## src/rtl/tpu_dma_desc_queue.sv

```systemverilog
// tpu_dma_desc_queue: descriptor FIFO plus a single-outstanding sequencer feeding the TPU DMA engine.
// Halts on engine error or watchdog timeout until flushed; irq is sticky.
module tpu_dma_desc_queue #(
  parameter int ADDR_WIDTH     = 32,
  parameter int DEPTH          = 8,
  parameter int TIMEOUT_CYCLES = 0
) (
  input  logic                    clk,
  input  logic                    rst_n,
  input  logic                    desc_valid,
  output logic                    desc_ready,
  input  logic [ADDR_WIDTH-1:0]   desc_src,
  input  logic [ADDR_WIDTH-1:0]   desc_dst,
  input  logic [15:0]             desc_len,
  input  logic                    desc_dir,
  input  logic [1:0]              desc_mode,
  input  logic                    desc_irq_en,
  input  logic                    enable,
  input  logic                    flush,
  input  logic                    irq_clear,
  output logic                    dma_start,
  output logic [ADDR_WIDTH-1:0]   dma_src_addr,
  output logic [ADDR_WIDTH-1:0]   dma_dst_addr,
  output logic [15:0]             dma_len,
  output logic                    dma_direction,
  output logic [1:0]              dma_mode,
  input  logic                    dma_busy,
  input  logic                    dma_done,
  input  logic                    dma_error,
  output logic [$clog2(DEPTH):0]  queue_count,
  output logic                    seq_busy,
  output logic                    halted,
  output logic                    timeout_flag,
  output logic [15:0]             completed_count,
  output logic                    irq
);
  localparam int PW = $clog2(DEPTH);
  localparam int CW = PW + 1;

  typedef struct packed {
    logic [ADDR_WIDTH-1:0] src;
    logic [ADDR_WIDTH-1:0] dst;
    logic [15:0]           len;
    logic                  dir;
    logic [1:0]            mode;
    logic                  irq_en;
  } desc_t;

  typedef enum logic [1:0] {S_IDLE, S_ISSUE, S_WAIT, S_HALT} state_t;

  state_t        state_q, state_d;
  desc_t         mem_q [DEPTH];
  desc_t         arg_q, arg_d;
  logic [PW-1:0] wr_ptr_q, wr_ptr_d, rd_ptr_q, rd_ptr_d;
  logic [CW-1:0] count_q, count_d;
  logic [31:0]   wdog_q, wdog_d;
  logic [15:0]   done_cnt_q, done_cnt_d;
  logic          irq_q, irq_d, tmo_q, tmo_d;
  logic          push, pop, timeout, done_ok, irq_set;

  assign desc_ready = (count_q != CW'(DEPTH)) && !flush;
  assign push       = desc_valid && desc_ready;
  assign pop        = (state_q == S_IDLE) && (state_d == S_ISSUE);
  // Counter starts at 0 on the first S_WAIT cycle, so halt lands exactly TIMEOUT_CYCLES cycles after entry.
  assign timeout    = (TIMEOUT_CYCLES != 0) && (wdog_q == 32'(TIMEOUT_CYCLES - 1));

  always_ff @(posedge clk or negedge rst_n)
    if (!rst_n) state_q <= S_IDLE;
    else state_q <= state_d;

  always_comb begin
    state_d = state_q;
    case (state_q)
      S_IDLE:  state_d = (enable && count_q != '0 && !dma_busy && !flush) ? S_ISSUE : S_IDLE;
      S_ISSUE: state_d = S_WAIT;
      S_WAIT:  state_d = dma_error ? S_HALT : dma_done ? S_IDLE : timeout ? S_HALT : S_WAIT;
      S_HALT:  state_d = flush ? S_IDLE : S_HALT;
    endcase
  end

  always_comb begin
    dma_start = state_q == S_ISSUE;
    seq_busy  = state_q != S_IDLE;
    halted    = state_q == S_HALT;
  end

  always_comb begin
    wr_ptr_d   = push ? wr_ptr_q + 1'b1 : wr_ptr_q;
    rd_ptr_d   = flush ? wr_ptr_q : pop ? rd_ptr_q + 1'b1 : rd_ptr_q;
    count_d    = flush ? '0 : count_q + CW'(push) - CW'(pop);
    arg_d      = pop ? mem_q[rd_ptr_q] : arg_q;
    wdog_d     = (state_q == S_WAIT) ? wdog_q + 32'd1 : '0;
    done_ok    = (state_q == S_WAIT) && dma_done && !dma_error;
    done_cnt_d = done_ok ? done_cnt_q + 16'd1 : done_cnt_q;
    irq_set    = (done_ok && arg_q.irq_en) || (state_q != S_HALT && state_d == S_HALT);
    irq_d      = irq_set ? 1'b1 : irq_clear ? 1'b0 : irq_q;
    tmo_d      = (state_q == S_WAIT && state_d == S_HALT && !dma_error) ? 1'b1 :
                 (state_q == S_HALT && flush) ? 1'b0 : tmo_q;
  end

  always_ff @(posedge clk or negedge rst_n)
    if (!rst_n) begin
      arg_q      <= '0;
      wr_ptr_q   <= '0;
      rd_ptr_q   <= '0;
      count_q    <= '0;
      wdog_q     <= '0;
      done_cnt_q <= '0;
      irq_q      <= 1'b0;
      tmo_q      <= 1'b0;
    end else begin
      arg_q      <= arg_d;
      wr_ptr_q   <= wr_ptr_d;
      rd_ptr_q   <= rd_ptr_d;
      count_q    <= count_d;
      wdog_q     <= wdog_d;
      done_cnt_q <= done_cnt_d;
      irq_q      <= irq_d;
      tmo_q      <= tmo_d;
    end

  always_ff @(posedge clk)
    if (push) mem_q[wr_ptr_q] <= '{desc_src, desc_dst, desc_len, desc_dir, desc_mode, desc_irq_en};

  assign dma_src_addr    = arg_q.src;
  assign dma_dst_addr    = arg_q.dst;
  assign dma_len         = arg_q.len;
  assign dma_direction   = arg_q.dir;
  assign dma_mode        = arg_q.mode;
  assign queue_count     = count_q;
  assign timeout_flag    = tmo_q;
  assign completed_count = done_cnt_q;
  assign irq             = irq_q;
endmodule
```

## config.mk

```make
export PLATFORM = sky130hd
export DESIGN_NAME = tpu_dma_desc_queue
export DESIGN_NICKNAME = d
export VERILOG_FILES = /design/src/rtl/tpu_dma_desc_queue.sv
export SDC_FILE = /design/constraint.sdc
export NUM_CORES = 1
export LEC_CHECK = 0
export ABC_AREA = 1
export CAP_MARGIN = 20
export CORE_MARGIN = 10
export CORE_UTILIZATION = 35
export CTS_BUF_LIST = sky130_fd_sc_hd__clkbuf_16
export CTS_CLUSTER_DIAMETER = 30
export DETAILED_ROUTE_END_ITERATION = 10
export DONT_BUFFER_PORTS = 1
export SLEW_MARGIN = 10
export SYNTH_ARGS = -nofsm -noshare
export SYNTH_HDL_FRONTEND = slang
export SYNTH_SLANG_ARGS = --single-unit
```

## constraint.sdc

```tcl
create_clock -name clk -period 15.3 [get_ports clk]
set_input_delay 0 -clock clk [delete_from_list [all_inputs] [get_ports clk]]
set_output_delay 0 -clock clk [all_outputs]
set_load 0.02 [all_outputs]
```

==> out/metrics.cfg <==
[min_path]
holdCritPathClass = primary input to flop
number_of_cells_on_the_worst_hold_path = 1
hold_start = desc_src[8]
hold-path-endpoint = mem_q[3][60]

[sta]
final.period_utilization = 0.239
worst_slew_pin_tran_ns = 1.11
worst_clock_skew_ns = 0.0392
finalHoldViolations = 0
finalSetupViolations = 0
grt_setup_unrepaired = no
final_max_slew_viol_count = 0
tns_ns = 0
layout_min_cycle_time_ns = 3.65
max-slew-margin-rel = 0.257
maximum_operating_frequency_mhz = 274
post-route-worst-setup-slack_ns = 11.65

[synth]
synth.net_count = 2733
synthesis.instances = 2630
synth-seq-cells = 786
synth-seq-area-share = 0.713
synth_area_leaders = sky130_fd_sc_hd__edfxtp_1 (62%), sky130_fd_sc_hd__dfrtp_1 (8.8%), sky130_fd_sc_hd__o211ai_1 (7.8%), sky130_fd_sc_hd__nand2_1 (6.4%), sky130_fd_sc_hd__inv_1 (4.3%)
syn_area_um2 = 32300
synth_top_cell_by_area = sky130_fd_sc_hd__edfxtp_1
synthesis_warning_total = 0
synth.lib_cells_used.distinct = 28
syn_area_per_cell_um2 = 12.3
synth_top_area_share = 0.625

[setup_path]
critical_path.startpoint = queue_count[2]
cp-end-kind = flop
critPathArrivalTime_ns = 4.00
required_ns = 15.65
reg2reg_depth = 7
worstReg2RegEnd = mem_q[6][39]
timing.setup.critical_path_class = flop to flop
cp_max_fo = 43
setup.reg_to_reg.worst_slack_ns = 11.65
timing.critical_path.from_type = flop
worstReg2RegStart = queue_count[2]

[place]
placed_area_um2 = 32700
place.port_buffers = 0
pre_cts_slack_ns = 11.19
gp_congestion = 0.727
place_hpwl_um = 40700

[finish]
layout-area-overhead-vs-synth_pct = 23.0
postLayoutCoreUtil = 0.433
post_route_cells_drive_above_1_share = 0.118
layout.cell_area.non_filler_um2 = 39700
final_net_count = 2806

[floorplanning]
die_w_um = 324
die_area_um2 = 105000
floorplan.initialDensity = 0.352
chipHeight_um = 324
site_rows = 111
fp.coreArea_um2 = 91700
ios = 202

[route]
drt_iter0_drc = 1430
wirelength_um = 78600
antenna_left = 0
wl_per_cell_um = 19.4
drc = 0
vias = 19600
detailedRoute.firstPassIterationCount = 5
via_per_inst = 4.84

[clock_tree]
cts_resized = 0
clock_tree.root_cell = sky130_fd_sc_hd__clkbuf_16
longest_clk_path_bufs = 3
clock_latency_ns = 0.75
tritoncts_clock_tree = yes
cts_max_level = 4
clkTransAtPathRegs_ns = 0.04
cts_sinks = 786
cts_inserted_buffers = 171

[grt]
grt_pass1_wl_um = 119000
overflow = 0
grt_max_degree = 241
grt_pass1_vias = 19300
grtUsageTotal = 0.150
number_of_antenna_violations_at_the_first_check_in_global_routing = 7

[power_and_ir_drop]
internal_power_uw = 5370
netSwitchingPower_uw = 2320
p_clk_frac = 0.475
p_leak_uw = 0.0152
combPwrFrac = 0.148
power_per_cell_area_nw_per_um2 = 194
power.ir.vdd_worst_uv = 90.5
switching_part_of_the_total_power = 0.301
power_frac_seq = 0.378

[run]
drv_cap = 0

[run_status]
status = completed

-- power groups by stage --
stage | Combinational, uW | Clock, uW | Sequential [uW]
final | 1140 | 3650 | 2910
after global routing | 1280 | 3840 | 2940
after CTS | 1150 | 3710 | 2920
after detailed placement | 1090 | 0 | 2950
after global placement | 1070 | 0 | 2950
after floorplan | 1100 | 0 | 2740
-- flip-flops by register name, indices dropped and copies added (netlist names), 3 cells and up --
register / cells
completed_count: 16
dma_len: 16
dma_src_addr: 32
dma_dst_addr: 32
queue_count: 4
wr_ptr_q: 3
rd_ptr_q: 3
mem_q: 672
-- worst max-delay path, cell delays in order (launching register included) --
cell and delay, ns:
sky130_fd_sc_hd__dfrtp_1 0.46, sky130_fd_sc_hd__inv_1 0.13, sky130_fd_sc_hd__ha_1 0.23, sky130_fd_sc_hd__nand3_1 0.09
sky130_fd_sc_hd__nand3_1 0.47, sky130_fd_sc_hd__nor3_2 0.39, sky130_fd_sc_hd__buf_4 0.63, sky130_fd_sc_hd__buf_4 0.70
-- final cells by class --
| cell class | count | area, um2 |
|---|---|---|
| fill | 8248 | 51900 |
| sequential | 786 | 23000 |
| multi-input combinational | 1239 | 6550 |
| clock buffer | 175 | 4380 |
| clock inverter | 149 | 1540 |
| tap | 1186 | 1480 |
| inverter | 372 | 1410 |
| timing repair buffer | 133 | 1310 |
| antenna | 2 | 5.00 |
-- layout by cell type, fill, tap and decap left out, drive strengths merged, types with 20 or more instances in the layout --
cell / Yosys / final
buf: 209 / 36
bufinv: 0 / 20
clkbuf: 24 / 175
clkinv: 0 / 85
clkinvlp: 0 / 20
dfrtp: 114 / 114
dlygate4sd3: 0 / 97
edfxtp: 672 / 672
inv: 372 / 396
nand2: 553 / 553
nand3: 270 / 270
nor2: 25 / 25
o211ai: 337 / 337
-- cell families after synthesis --
logic type      Yosys count  synth area share
buf+inv                 605            0.0854
compound gates          352            0.0809
xor+xnor                 11           0.00298
flops                   786             0.713
fa+ha+maj                10           0.00411
simple gates            866             0.113
-- metrics by stage --
| step | hold slack (ns) | power, uW | std cells |
|---|---|---|---|
| after global placement | -0.291 | 4020 | 3616 |
| after detailed placement | -0.290 | 4040 | 3616 |
| after global routing | 0.0421 | 8060 | 4041 |
| final | 0.0554 | 7690 | 4042 |
| after floorplan | -0.296 | 3840 | 2630 |
| after CTS | 0.00939 | 7780 | 4039 |
-- cell usage after synthesis, drive strengths merged --
cell type	number
o21ai	7
nand3	270
nand2	553
dfrtp	114
a31oi	1
xor2	6
inv	372
a221oi	1
buf	209
xnor2	5
nand4	7
a21o	1
nor3b	1
clkbuf	24
fa	1
nor3	10
edfxtp	672
nor2	25
o211ai	337
ha	9
a21oi	5
-- how the worst max path moves through the flow --
stage / cells after the start / end
2_1_floorplan: 6 / mem_q[4][0]
3_3_place_gp: 8 / dma_src_addr[31]
3_5_place_dp: 8 / dma_src_addr[31]
4_1_cts: 8 / dma_src_addr[31]
5_1_grt: 7 / mem_q[6][39]
6_report: 7 / mem_q[6][39]
-- timing repair --
item / in CTS / in global routing
buffers inserted: 0 / 0
endpoints found under the setup margin: 0 / 0
hold buffers: 99 / 0
endpoints found under the hold margin: 844 / 0
-- per-layer routing --
layer | vias to the layer above | routed length, um | global-route usage
met5 | - | 48 | 0
li1 | 9324 | - | -
met2 | 439 | 37400 | 0.243
met1 | 9646 | 34800 | 0.192
met4 | 10 | 1890 | 0.0562
met3 | 150 | 4440 | 0.0373
No activity file was read; power rests on OpenSTA's default activity.
